$ cat config.mk
export PLATFORM = sky130hd
export DESIGN_NAME = patch_fetch_ctrl_flat
export DESIGN_NICKNAME = d
export VERILOG_FILES = /design/src/rtl/patch_fetch_ctrl_pkg.sv /design/src/rtl/patch_fetch_ctrl_if.sv /design/src/rtl/patch_fetch_ctrl_rd_lat_pipe.sv /design/src/rtl/patch_fetch_ctrl.sv /design/src/flat_wrapper.sv
export SDC_FILE = /design/constraint.sdc
export NUM_CORES = 1
export LEC_CHECK = 0
export BUFFER_PORTS_ARGS = -buffer_cell sky130_fd_sc_hd__buf_4
export CAP_MARGIN = 20
export CORE_MARGIN = 5
export CORE_UTILIZATION = 45
export DETAILED_ROUTE_END_ITERATION = 8
export GPL_TIMING_DRIVEN = 0
export MAX_ROUTING_LAYER = met4
export PLACE_DENSITY_LB_ADDON = 0.05
export SYNTH_ARGS = -nofsm -noshare
export SYNTH_HDL_FRONTEND = slang
export SYNTH_SLANG_ARGS = --single-unit
$ cat constraint.sdc
create_clock -name clk -period 6 [get_ports clk]
set_input_delay 1.2 -clock clk [delete_from_list [all_inputs] [get_ports clk]]
set_output_delay 1.2 -clock clk [all_outputs]
set_load 0.005 [all_outputs]
$ cat src/rtl/patch_fetch_ctrl_pkg.sv
// patch_fetch_pkg: shared types and constants for the patch fetch controller.
//   state_t    - controller FSM states
//   phase_t    - 2-bit address-calculator phase
//   cap_tag_t  - tag carried alongside an outstanding read pair
//   slot_idx() - maps (phase, port) onto a patch slot index
package patch_fetch_pkg;

   localparam int PATCH_WORDS = 8;
   localparam int SLOT_STRIDE = 2;   // two slots (one per read port) per phase
   localparam int SLOT_PORT1  = 0;   // port 1 data lands in the even slot
   localparam int SLOT_PORT2  = 1;   // port 2 data lands in the odd slot

   typedef logic [1:0] phase_t;

   localparam phase_t LAST_PHASE = 2'd3;

   typedef enum logic [1:0] {
      ST_IDLE  = 2'd0,
      ST_ISSUE = 2'd1,
      ST_DRAIN = 2'd2,
      ST_OUT   = 2'd3
   } state_t;

   typedef struct packed {
      logic   valid;
      phase_t phase;
      logic   mask1;
      logic   mask2;
   } cap_tag_t;

   function automatic int slot_idx(input phase_t k, input int port_ofs);
      return SLOT_STRIDE * int'(k) + port_ofs;
   endfunction

endpackage

$ cat src/rtl/patch_fetch_ctrl_if.sv
// patch_fetch_ctrl_if: event, address-calculator, memory and patch signals of
// the patch fetch controller.
//   master - controller side (drives ev_ready, phase, latched coordinates,
//            read strobes, patch outputs, busy)
//   slave  - environment side (event FIFO, calculator, memory, consumer)
interface patch_fetch_ctrl_if
   import patch_fetch_pkg::*;
#(
   parameter int XY_W   = 9,
   parameter int DATA_W = 16
);
   logic                          ev_valid;
   logic                          ev_ready;
   logic [XY_W-1:0]               ev_x;
   logic [XY_W-1:0]               ev_y;
   logic [1:0]                    count_modulo;
   logic [XY_W-1:0]               input_addr_x;
   logic [XY_W-1:0]               input_addr_y;
   logic [XY_W-1:0]               addr1_x;
   logic [XY_W-1:0]               addr1_y;
   logic [XY_W-1:0]               addr2_x;
   logic [XY_W-1:0]               addr2_y;
   logic                          mem_rd_en1;
   logic                          mem_rd_en2;
   logic [DATA_W-1:0]             mem_rd_data1;
   logic [DATA_W-1:0]             mem_rd_data2;
   logic                          patch_valid;
   logic                          patch_ready;
   logic [PATCH_WORDS*DATA_W-1:0] patch_data;
   logic                          busy;

   modport master (
      input  ev_valid, ev_x, ev_y,
      input  addr1_x, addr1_y, addr2_x, addr2_y,
      input  mem_rd_data1, mem_rd_data2,
      input  patch_ready,
      output ev_ready, count_modulo, input_addr_x, input_addr_y,
      output mem_rd_en1, mem_rd_en2,
      output patch_valid, patch_data, busy
   );

   modport slave (
      output ev_valid, ev_x, ev_y,
      output addr1_x, addr1_y, addr2_x, addr2_y,
      output mem_rd_data1, mem_rd_data2,
      output patch_ready,
      input  ev_ready, count_modulo, input_addr_x, input_addr_y,
      input  mem_rd_en1, mem_rd_en2,
      input  patch_valid, patch_data, busy
   );
endinterface

$ cat src/rtl/patch_fetch_ctrl_rd_lat_pipe.sv
// rd_lat_pipe: DEPTH-stage shift register carrying the capture tag
// {valid, phase, mask1, mask2} of each read pair until its data returns.
//   clk, rst - clock and synchronous active-high clear of every stage
//   din      - tag of the read pair strobed this cycle
//   dout     - tag of the read pair whose data is on the memory bus now
module rd_lat_pipe
   import patch_fetch_pkg::*;
#(
   parameter int DEPTH = 1
)(
   input  logic     clk,
   input  logic     rst,
   input  cap_tag_t din,
   output cap_tag_t dout
);

   cap_tag_t stage_r [DEPTH];

   // Shift the tag one stage per cycle; reset drops every in-flight tag.
   always_ff @(posedge clk) begin
      if (rst) begin
         for (int i = 0; i < DEPTH; i++) begin
            stage_r[i] <= '0;
         end
      end else begin
         stage_r[0] <= din;
         for (int i = 1; i < DEPTH; i++) begin
            stage_r[i] <= stage_r[i-1];
         end
      end
   end

   assign dout = stage_r[DEPTH-1];

endmodule

$ cat src/rtl/patch_fetch_ctrl.sv
// patch_fetch_ctrl: sequences the event-neighbourhood address calculator
// through phases 0..3 for each accepted event, issues paired memory reads on
// the calculator's registered addresses and assembles the 8 returned words
// into a patch for the activation builder.
//   clk, rst - clock; synchronous active-high reset
//   bus      - patch_fetch_ctrl_if.master (event in, calculator phase and
//              coordinates, memory strobes/data, patch out, busy)
// Optional build macro PATCH_BOUNDS_MASK_EN: suppress strobes for addresses
// outside SENSOR_W x SENSOR_H and store 0 in the corresponding slots.
module patch_fetch_ctrl
   import patch_fetch_pkg::*;
#(
   parameter int CAVIAR_X_Y_BITS = 9,
   parameter int DATA_W          = 16,
   parameter int RD_LAT          = 1,
   parameter int SENSOR_W        = 346,
   parameter int SENSOR_H        = 260
)(
   input  logic               clk,
   input  logic               rst,
   patch_fetch_ctrl_if.master bus
);

   localparam int XY_W = CAVIAR_X_Y_BITS;

   state_t                        state_r, state_s;
   phase_t                        phase_r, phase_s;
   logic                          ev_ready_r, ev_ready_s;
   logic                          busy_r, busy_s;
   logic                          patch_valid_r, patch_valid_s;
   logic                          accept_s;
   logic [XY_W-1:0]               in_x_r, in_y_r;
   logic [PATCH_WORDS*DATA_W-1:0] patch_data_r;
   logic                          issue_d_r;
   phase_t                        issue_phase_r;
   logic                          mask1_s, mask2_s;
   cap_tag_t                      tag_in_s, tag_out_s;

   // Next state, next phase and the registered status outputs.
   always_comb begin
      state_s  = state_r;
      phase_s  = 2'd0;
      accept_s = 1'b0;
      case (state_r)
         ST_IDLE: begin
            if (bus.ev_valid) begin
               accept_s = 1'b1;
               state_s  = ST_ISSUE;
            end else begin
               state_s  = ST_IDLE;
            end
         end
         ST_ISSUE: begin
            if (phase_r == LAST_PHASE) begin
               state_s = ST_DRAIN;
            end else begin
               phase_s = phase_r + 2'd1;
            end
         end
         ST_DRAIN: begin
            // The phase-3 pair is the last to return; its capture ends the patch.
            if (tag_out_s.valid && (tag_out_s.phase == LAST_PHASE)) begin
               state_s = ST_OUT;
            end else begin
               state_s = ST_DRAIN;
            end
         end
         ST_OUT: begin
            if (bus.patch_ready) begin
               state_s = ST_IDLE;
            end else begin
               state_s = ST_OUT;
            end
         end
         default: begin
            state_s = ST_IDLE;
         end
      endcase
      ev_ready_s    = (state_s == ST_IDLE);
      busy_s        = (state_s != ST_IDLE);
      patch_valid_s = (state_s == ST_OUT);
   end

   // FSM state, phase and status output registers.
   always_ff @(posedge clk) begin
      if (rst) begin
         state_r       <= ST_IDLE;
         phase_r       <= 2'd0;
         ev_ready_r    <= 1'b1;
         busy_r        <= 1'b0;
         patch_valid_r <= 1'b0;
      end else begin
         state_r       <= state_s;
         phase_r       <= phase_s;
         ev_ready_r    <= ev_ready_s;
         busy_r        <= busy_s;
         patch_valid_r <= patch_valid_s;
      end
   end

   // Hold the accepted event's coordinates on the calculator inputs.
   always_ff @(posedge clk) begin
      if (rst) begin
         in_x_r <= {XY_W{1'b0}};
         in_y_r <= {XY_W{1'b0}};
      end else if (accept_s) begin
         in_x_r <= bus.ev_x;
         in_y_r <= bus.ev_y;
      end else begin
         in_x_r <= in_x_r;
         in_y_r <= in_y_r;
      end
   end

   // The calculator registers its addresses one cycle after seeing a phase,
   // so the issue flag and its phase are delayed by the same single stage.
   always_ff @(posedge clk) begin
      if (rst) begin
         issue_d_r     <= 1'b0;
         issue_phase_r <= 2'd0;
      end else begin
         issue_d_r     <= (state_r == ST_ISSUE);
         issue_phase_r <= phase_r;
      end
   end

`ifdef PATCH_BOUNDS_MASK_EN
   localparam logic [XY_W:0] X_LIM = (XY_W+1)'(SENSOR_W);
   localparam logic [XY_W:0] Y_LIM = (XY_W+1)'(SENSOR_H);

   // Unsigned range check; wrapped negative coordinates land far above the limit.
   always_comb begin
      mask1_s = 1'b0;
      mask2_s = 1'b0;
      if (({1'b0, bus.addr1_x} >= X_LIM) || ({1'b0, bus.addr1_y} >= Y_LIM)) begin
         mask1_s = 1'b1;
      end else begin
         mask1_s = 1'b0;
      end
      if (({1'b0, bus.addr2_x} >= X_LIM) || ({1'b0, bus.addr2_y} >= Y_LIM)) begin
         mask2_s = 1'b1;
      end else begin
         mask2_s = 1'b0;
      end
   end
`else
   // Without bounds masking every issued pair is read and stored as returned.
   always_comb begin
      mask1_s = 1'b0;
      mask2_s = 1'b0;
   end
`endif

   // The mask gates the registered strobe because the addresses it checks
   // only become valid in the strobe cycle itself.
   assign bus.mem_rd_en1 = issue_d_r & ~mask1_s;
   assign bus.mem_rd_en2 = issue_d_r & ~mask2_s;

   // Tag entering the read-latency pipe alongside each strobed pair.
   always_comb begin
      tag_in_s       = '0;
      tag_in_s.valid = issue_d_r;
      tag_in_s.phase = issue_phase_r;
      tag_in_s.mask1 = mask1_s;
      tag_in_s.mask2 = mask2_s;
   end

   rd_lat_pipe #(
      .DEPTH (RD_LAT)
   ) u_rd_lat_pipe (
      .clk  (clk),
      .rst  (rst),
      .din  (tag_in_s),
      .dout (tag_out_s)
   );

   // Patch assembly: cleared on accept, phase k data into slots 2k / 2k+1.
   always_ff @(posedge clk) begin
      if (rst) begin
         patch_data_r <= {(PATCH_WORDS*DATA_W){1'b0}};
      end else if (accept_s) begin
         patch_data_r <= {(PATCH_WORDS*DATA_W){1'b0}};
      end else if (tag_out_s.valid) begin
         patch_data_r[slot_idx(tag_out_s.phase, SLOT_PORT1)*DATA_W +: DATA_W] <=
            tag_out_s.mask1 ? {DATA_W{1'b0}} : bus.mem_rd_data1;
         patch_data_r[slot_idx(tag_out_s.phase, SLOT_PORT2)*DATA_W +: DATA_W] <=
            tag_out_s.mask2 ? {DATA_W{1'b0}} : bus.mem_rd_data2;
      end else begin
         patch_data_r <= patch_data_r;
      end
   end

   assign bus.ev_ready     = ev_ready_r;
   assign bus.busy         = busy_r;
   assign bus.patch_valid  = patch_valid_r;
   assign bus.patch_data   = patch_data_r;
   assign bus.count_modulo = phase_r;
   assign bus.input_addr_x = in_x_r;
   assign bus.input_addr_y = in_y_r;

endmodule

$ cat src/flat_wrapper.sv
// flat-port wrapper written by rule: the top's interface ports become plain ports
module patch_fetch_ctrl_flat import patch_fetch_pkg::*;
#(
   parameter int CAVIAR_X_Y_BITS = 9,
   parameter int DATA_W          = 16,
   parameter int RD_LAT          = 1,
   parameter int SENSOR_W        = 346,
   parameter int SENSOR_H        = 260
)
  (clk, rst, bus_ev_valid, bus_ev_x, bus_ev_y, bus_addr1_x, bus_addr1_y, bus_addr2_x, bus_addr2_y, bus_mem_rd_data1, bus_mem_rd_data2, bus_patch_ready, bus_ev_ready, bus_count_modulo, bus_input_addr_x, bus_input_addr_y, bus_mem_rd_en1, bus_mem_rd_en2, bus_patch_valid, bus_patch_data, bus_busy);
  patch_fetch_ctrl_if #(.XY_W((9)), .DATA_W(DATA_W)) bus_i ();
  input  logic clk;
  input  logic rst;
  input wire logic [$bits(bus_i.ev_valid)-1:0] bus_ev_valid;
  input wire logic [$bits(bus_i.ev_x)-1:0] bus_ev_x;
  input wire logic [$bits(bus_i.ev_y)-1:0] bus_ev_y;
  input wire logic [$bits(bus_i.addr1_x)-1:0] bus_addr1_x;
  input wire logic [$bits(bus_i.addr1_y)-1:0] bus_addr1_y;
  input wire logic [$bits(bus_i.addr2_x)-1:0] bus_addr2_x;
  input wire logic [$bits(bus_i.addr2_y)-1:0] bus_addr2_y;
  input wire logic [$bits(bus_i.mem_rd_data1)-1:0] bus_mem_rd_data1;
  input wire logic [$bits(bus_i.mem_rd_data2)-1:0] bus_mem_rd_data2;
  input wire logic [$bits(bus_i.patch_ready)-1:0] bus_patch_ready;
  output wire logic [$bits(bus_i.ev_ready)-1:0] bus_ev_ready;
  output wire logic [$bits(bus_i.count_modulo)-1:0] bus_count_modulo;
  output wire logic [$bits(bus_i.input_addr_x)-1:0] bus_input_addr_x;
  output wire logic [$bits(bus_i.input_addr_y)-1:0] bus_input_addr_y;
  output wire logic [$bits(bus_i.mem_rd_en1)-1:0] bus_mem_rd_en1;
  output wire logic [$bits(bus_i.mem_rd_en2)-1:0] bus_mem_rd_en2;
  output wire logic [$bits(bus_i.patch_valid)-1:0] bus_patch_valid;
  output wire logic [$bits(bus_i.patch_data)-1:0] bus_patch_data;
  output wire logic [$bits(bus_i.busy)-1:0] bus_busy;
  assign bus_i.ev_valid = bus_ev_valid;
  assign bus_i.ev_x = bus_ev_x;
  assign bus_i.ev_y = bus_ev_y;
  assign bus_i.addr1_x = bus_addr1_x;
  assign bus_i.addr1_y = bus_addr1_y;
  assign bus_i.addr2_x = bus_addr2_x;
  assign bus_i.addr2_y = bus_addr2_y;
  assign bus_i.mem_rd_data1 = bus_mem_rd_data1;
  assign bus_i.mem_rd_data2 = bus_mem_rd_data2;
  assign bus_i.patch_ready = bus_patch_ready;
  assign bus_ev_ready = bus_i.ev_ready;
  assign bus_count_modulo = bus_i.count_modulo;
  assign bus_input_addr_x = bus_i.input_addr_x;
  assign bus_input_addr_y = bus_i.input_addr_y;
  assign bus_mem_rd_en1 = bus_i.mem_rd_en1;
  assign bus_mem_rd_en2 = bus_i.mem_rd_en2;
  assign bus_patch_valid = bus_i.patch_valid;
  assign bus_patch_data = bus_i.patch_data;
  assign bus_busy = bus_i.busy;
  patch_fetch_ctrl #(.CAVIAR_X_Y_BITS(CAVIAR_X_Y_BITS), .DATA_W(DATA_W), .RD_LAT(RD_LAT), .SENSOR_W(SENSOR_W), .SENSOR_H(SENSOR_H)) u_core (.clk(clk), .rst(rst), .bus(bus_i));
endmodule
# Word-level counts from Yosys, hierarchy flattened
# Memory sizes are Yosys's and may differ from the RTL's.
# Index checks and enable logic that the tools add are counted.
[op_classes] add_sub_neg=4 n_eq_ne=6 n_shift=4 mux=16 n_bitwise=1 n_reduce_logical=7
[op_table] cell="bitwise mux 128 bit" n=2
[op_table] cell="variable shift 16 x 33 -> 128 bit, first input constant" n=2
[op_table] cell="indexed part select 16 x 33 -> 128 bit" n=2
[op_table] cell="negation 32 -> 33 bit" n=1
[op_table] cell="negation 7 -> 33 bit" n=1
[op_table] cell="two-way mux 16 bit" n=2
[op_table] cell="equality test 2 bit, second input constant" n=5
[op_table] cell="two-way mux 1 bit" n=8
[op_table] cell="one-hot mux 2 bit (4 select lines)" n=1
[op_table] cell="OR reduction 3 bit" n=2
[op_table] cell="adder 3 x 1 -> 4 bit, second input constant" n=1
[op_table] cell="logical NOT 2 bit" n=2
[op_table] cell="two-way mux 2 bit" n=2
[op_table] cell="two-way mux 3 bit" n=1
[op_table] cell="adder 2 x 1 -> 2 bit, second input constant" n=1
[op_table] cell="equality test 2 x 1 -> 1 bit, second input constant" n=1
[op_table] cell="nonzero test 2 bit" n=1
[op_table] cell="OR reduction 2 bit" n=1
[op_table] cell="logical AND 1 bit" n=1
[op_table] cell="inverter 1 bit" n=1
[totals] register_bits=156 mem_bits_rw=3 out_inout_bits=153 wordCells=49 mem_count=1
[mem_list] name="u_core.u_rd_lat_pipe.stage_r" depth=1 word_bits=3 rd=1 rd_ports_with_merged_regs=0 wr=1 line_no="patch_fetch_ctrl_rd_lat_pipe.sv:17" source="cap_tag_t stage_r [DEPTH];"

# Depth between registers and ports, before layout
# An unclocked memory read counts as a cell.
[depth] word_depth=6 ltp_mapped=9

# Hierarchy
# From an unflattened synthesis, not the netlist that was laid out.
[hier_totals] cells_unflattened=628 hier_area_um2=5967.0
[modules_own_cells] module="patch_fetch_ctrl" instances=1 cells_each=618 area_each_um2=5835.6
[modules_own_cells] module="rd_lat_pipe" instances=1 cells_each=10 area_each_um2=131.4

# Worst setup path after synthesis
# OpenSTA, ideal clock, no wires.
[synth_path] kind="register to register" startpoint="mem u_core.u_rd_lat_pipe.stage_r[0][0] (netlist name)" endpoint="reg u_core.patch_data_r[70], in the netlist u_core.bus.patch_data[70]" t_arrival_ns=2.229 t_required_ns=5.930 path_slack_ns=3.701 stages_incl_launch_ff=10 cell_sequence="dfxtp_1 > buf_4 > clkbuf_1 > inv_1 > ha_1 > nor2b_1 > clkbuf_1 > clkbuf_1 > nand4_1 > a21oi_1"
[synth_between] elab_chain_len=5
[synth_lines] element="start, declared" line_no="patch_fetch_ctrl_rd_lat_pipe.sv:17"
[synth_lines] element="memory (1 x 3 bit) *"
[synth_lines] element="adder 3 x 1 -> 4 bit / negation 7 -> 33 bit (equally long branches)" line_no="patch_fetch_ctrl_pkg.sv:32, patch_fetch_ctrl.sv:184"
[synth_lines] element="negation 32 -> 33 bit (tied with other cells)" line_no="patch_fetch_ctrl.sv:186" source="patch_data_r[slot_idx(tag_out_s.phase, SLOT_PORT2)*DATA_W +: DATA_W] <="
[synth_lines] element="indexed part select 16 x 33 -> 128 bit (tied with other cells)" line_no="patch_fetch_ctrl.sv:186"
[synth_lines] element="bitwise mux 128 bit *" line_no="patch_fetch_ctrl.sv:186"
[synth_lines] element="end signal, assigned by index" line_no="patch_fetch_ctrl.sv:184" source="patch_data_r[slot_idx(tag_out_s.phase, SLOT_PORT1)*DATA_W +: DATA_W] <="
[synth_lines] element="end signal, assigned by index" line_no="patch_fetch_ctrl.sv:186"
[synth_lines] element="end signal, assigned" line_no="patch_fetch_ctrl.sv:189" source="patch_data_r <= patch_data_r;"
[synth_lines] element="end, declared" line_no="patch_fetch_ctrl.sv:33" source="logic [PATCH_WORDS*DATA_W-1:0] patch_data_r;"
# Every way passes the cells marked *; elsewhere a longest branch is shown, timed or not.
# A chain may end at the register's enable or synchronous reset.

# Worst setup path in the final report
[layout_path] startpoint="mem u_core.u_rd_lat_pipe.stage_r[0][0] (netlist name)" endpoint="reg u_core.patch_data_r[73], in the netlist u_core.bus.patch_data[73]"
# Same word-level chain as after synthesis.

==> reports/metrics.cfg <==
[sta]
rsz0062_at_grt = no
hold_viol = 0
hold_slack_ns = 0.443
max_slew_margin = 0.618
slew_viol_final = 0
skew_ns = 0.00678
tightestPinTransition_ns = 0.570
setup_viol = 0
fmax_ghz = 0.330
period_share = 0.506
min_period_ns = 3.03
finalWorstSetupSlack_ns = 2.97
fin_setup_tns_ns = 0

[logic_synthesis]
synth_seq_cells = 159
seq_area_frac_synth = 0.544
synth.yosys.warnings = 0
syn_inst = 617
yosysTopAreaCell = dfxtp_1
synthDistinctLibCells = 33
synth_common_cells = dfxtp_1 (159), nor2_1 (115), a22oi_1 (64), nand2_1 (62), a21oi_1 (35)
synth_nets = 715
synth_area_um2 = 5850
synth_top_area_frac = 0.544
yosysMostFrequentCell = dfxtp_1
async_flop_share = 0
synthTopCellsByArea = dfxtp_1 (54%), a22oi_1 (8.2%), nor2_1 (7.4%)
syn_avg_cell_area_um2 = 9.48
synth_top_flop_cell = dfxtp_1
synth-edff-count = 0

[place]
gp_congestion = 0.833
place_ws_ns = 3.09
dp_hpwl_um = 13500
placed_area_um2 = 7610
dp.cells = 995
portBuffers = 206

[global_route]
grt-ovfl-total = 0
antenna_found_initial = 0
grt_max_degree = 17
grt_pass1_vias = 5680
grt_pass1_wl_um = 28300
track_usage = 0.245

[clock_tree]
h-tree-depth = 4
ctsHoldBuffers = 0
cts_tree = built
cts_sinks = 159
ctsResizeCount = 0
clkTransAtPathRegs_ns = 0.06
clock_latency_ns = 0.42
clk_path_buf_depth = 2
cts_buffers = 17
root_buffer = clkbuf_16
postCtsSetupRepairBufs = 0

[floorplan]
core_um2 = 12700
rows = 41
die_w_um = 124
die_area_um2 = 15400
fp.dieH_um = 124
initial_utilization = 0.461
pin_count = 243

[detailed_routing]
vias = 5654
wl_per_cell_um = 17.9
drc = 0
firstDrtPassIters = 5
drt-initial-drc-count = 402
route.antenna.remaining_nets = 0
routed_via_density = 5.51
wl_um = 18400

[critical_path]
worst_ep_arrival_time_ns = 3.37
endpoint_kind = flop
r2r_cells = 9
worstSetupPathType = reg2reg
start_kind = flop
path_max_fanout = 10
cp_data_required_time_ns = 6.34

[worst_hold_path]
min_path_type = reg2reg
whs_path_depth = 1

[finish]
fillers = 1060
fin_area_um2 = 8320
drive_gt1_frac = 0.318
syn_to_final_growth_pct = 42.3
stdcell_count = 1027
fin_nets = 940
n_antenna_cell = 0

[run_status]
status = completed

[power_and_ir_drop]
ir_worst_vdd_v = 0.000252
power.leakage_nw = 3.43
p_per_area_nw_per_um2 = 301

[run]
maxCapViolCount = 0

## worst paths after layout
kind                                       from                            endpoint  slack (ns)
max          u_core.u_rd_lat_pipe.stage_r[0][0]           u_core.bus.patch_data[73]        2.97
min                     u_core.issue_phase_r[0]  u_core.u_rd_lat_pipe.stage_r[0][0]        0.44
max reg2reg  u_core.u_rd_lat_pipe.stage_r[0][0]           u_core.bus.patch_data[73]        2.97
min reg2reg             u_core.issue_phase_r[0]  u_core.u_rd_lat_pipe.stage_r[0][0]        0.44
## sequential cells by signal, summed over array words and instances (netlist names)
register                      count
u_core.bus.busy                   1
u_core.bus.count_modulo           2
u_core.bus.ev_ready               1
u_core.bus.input_addr_x           9
u_core.bus.input_addr_y           9
u_core.bus.mem_rd_en1             1
u_core.bus.patch_data           128
u_core.bus.patch_valid            1
u_core.issue_phase_r              2
u_core.state_r                    2
u_core.u_rd_lat_pipe.stage_r      3
## through the flow
step	util	power (mW)
final	0.657	2.51
after global routing	0.657	2.58
after CTS	0.657	2.52
after detailed placement	0.600	1.25
after global placement	0.600	1.25
after floorplan	-	1.17
## worst max-delay path, cell delays in order, from the launching register on
cell and delay [ns]:
dfxtp_1 0.50, buf_4 0.23, clkbuf_1 0.38, inv_1 0.18, ha_1 0.38, nor2b_1 0.14
clkbuf_1 0.33, clkbuf_1 0.40, nand4_1 0.18, a21oi_1 0.21
## cells by family after synthesis
logic type | Yosys count | synth area share
compound gates | 148 | 0.186
mux | 2 | 0.00578
flops | 159 | 0.544
fa+ha+maj | 8 | 0.0171
simple gates | 233 | 0.179
buf+inv | 67 | 0.0678
## layout by cell type, fill, tap and decap left out, types with 2 or more instances in the layout
cell type,count
nand2_1,62
ha_1,8
clkbuf_1,31
nor2b_1,8
clkinv_4,3
clkbuf_16,17
nand2b_1,2
buf_2,11
bufinv_16,7
inv_1,5
buf_6,14
nor2_1,115
nand4_1,32
a32oi_1,31
and4b_1,2
a21oi_1,35
and3_1,2
a2bb2oi_1,17
dfxtp_1,159
a22oi_1,64
buf_4,210
clkbuf_8,2
## final cells by class
type / instances / area, um^2 / area share
multi-input cells: 391 / 2270 / 0.273
flip-flops and latches: 159 / 3180 / 0.383
clock inverters: 13 / 258 / 0.0310
clock buffers: 19 / 453 / 0.0544
inverters: 5 / 18.8 / 0.00226
plain buffers: 62 / 378 / 0.0454
well taps: 172 / 215 / 0.0259
repair buffers: 206 / 1550 / 0.186
## per-layer routing
layer  GRT usage  part of all wire  wire, um
met1       0.291              0.42      7650
met2       0.389              0.48      8870
met3      0.0827             0.083      1530
met4      0.0883             0.020       362
met5           -                 0         0
## where the power goes
part	internal, mW	switching [mW]
Combinational	0.0695	0.0838
Sequential	1.07	0.00810
Clock	0.847	0.430
Total	1.99	0.522
Note: power is estimated with default switching activity, not from simulation.
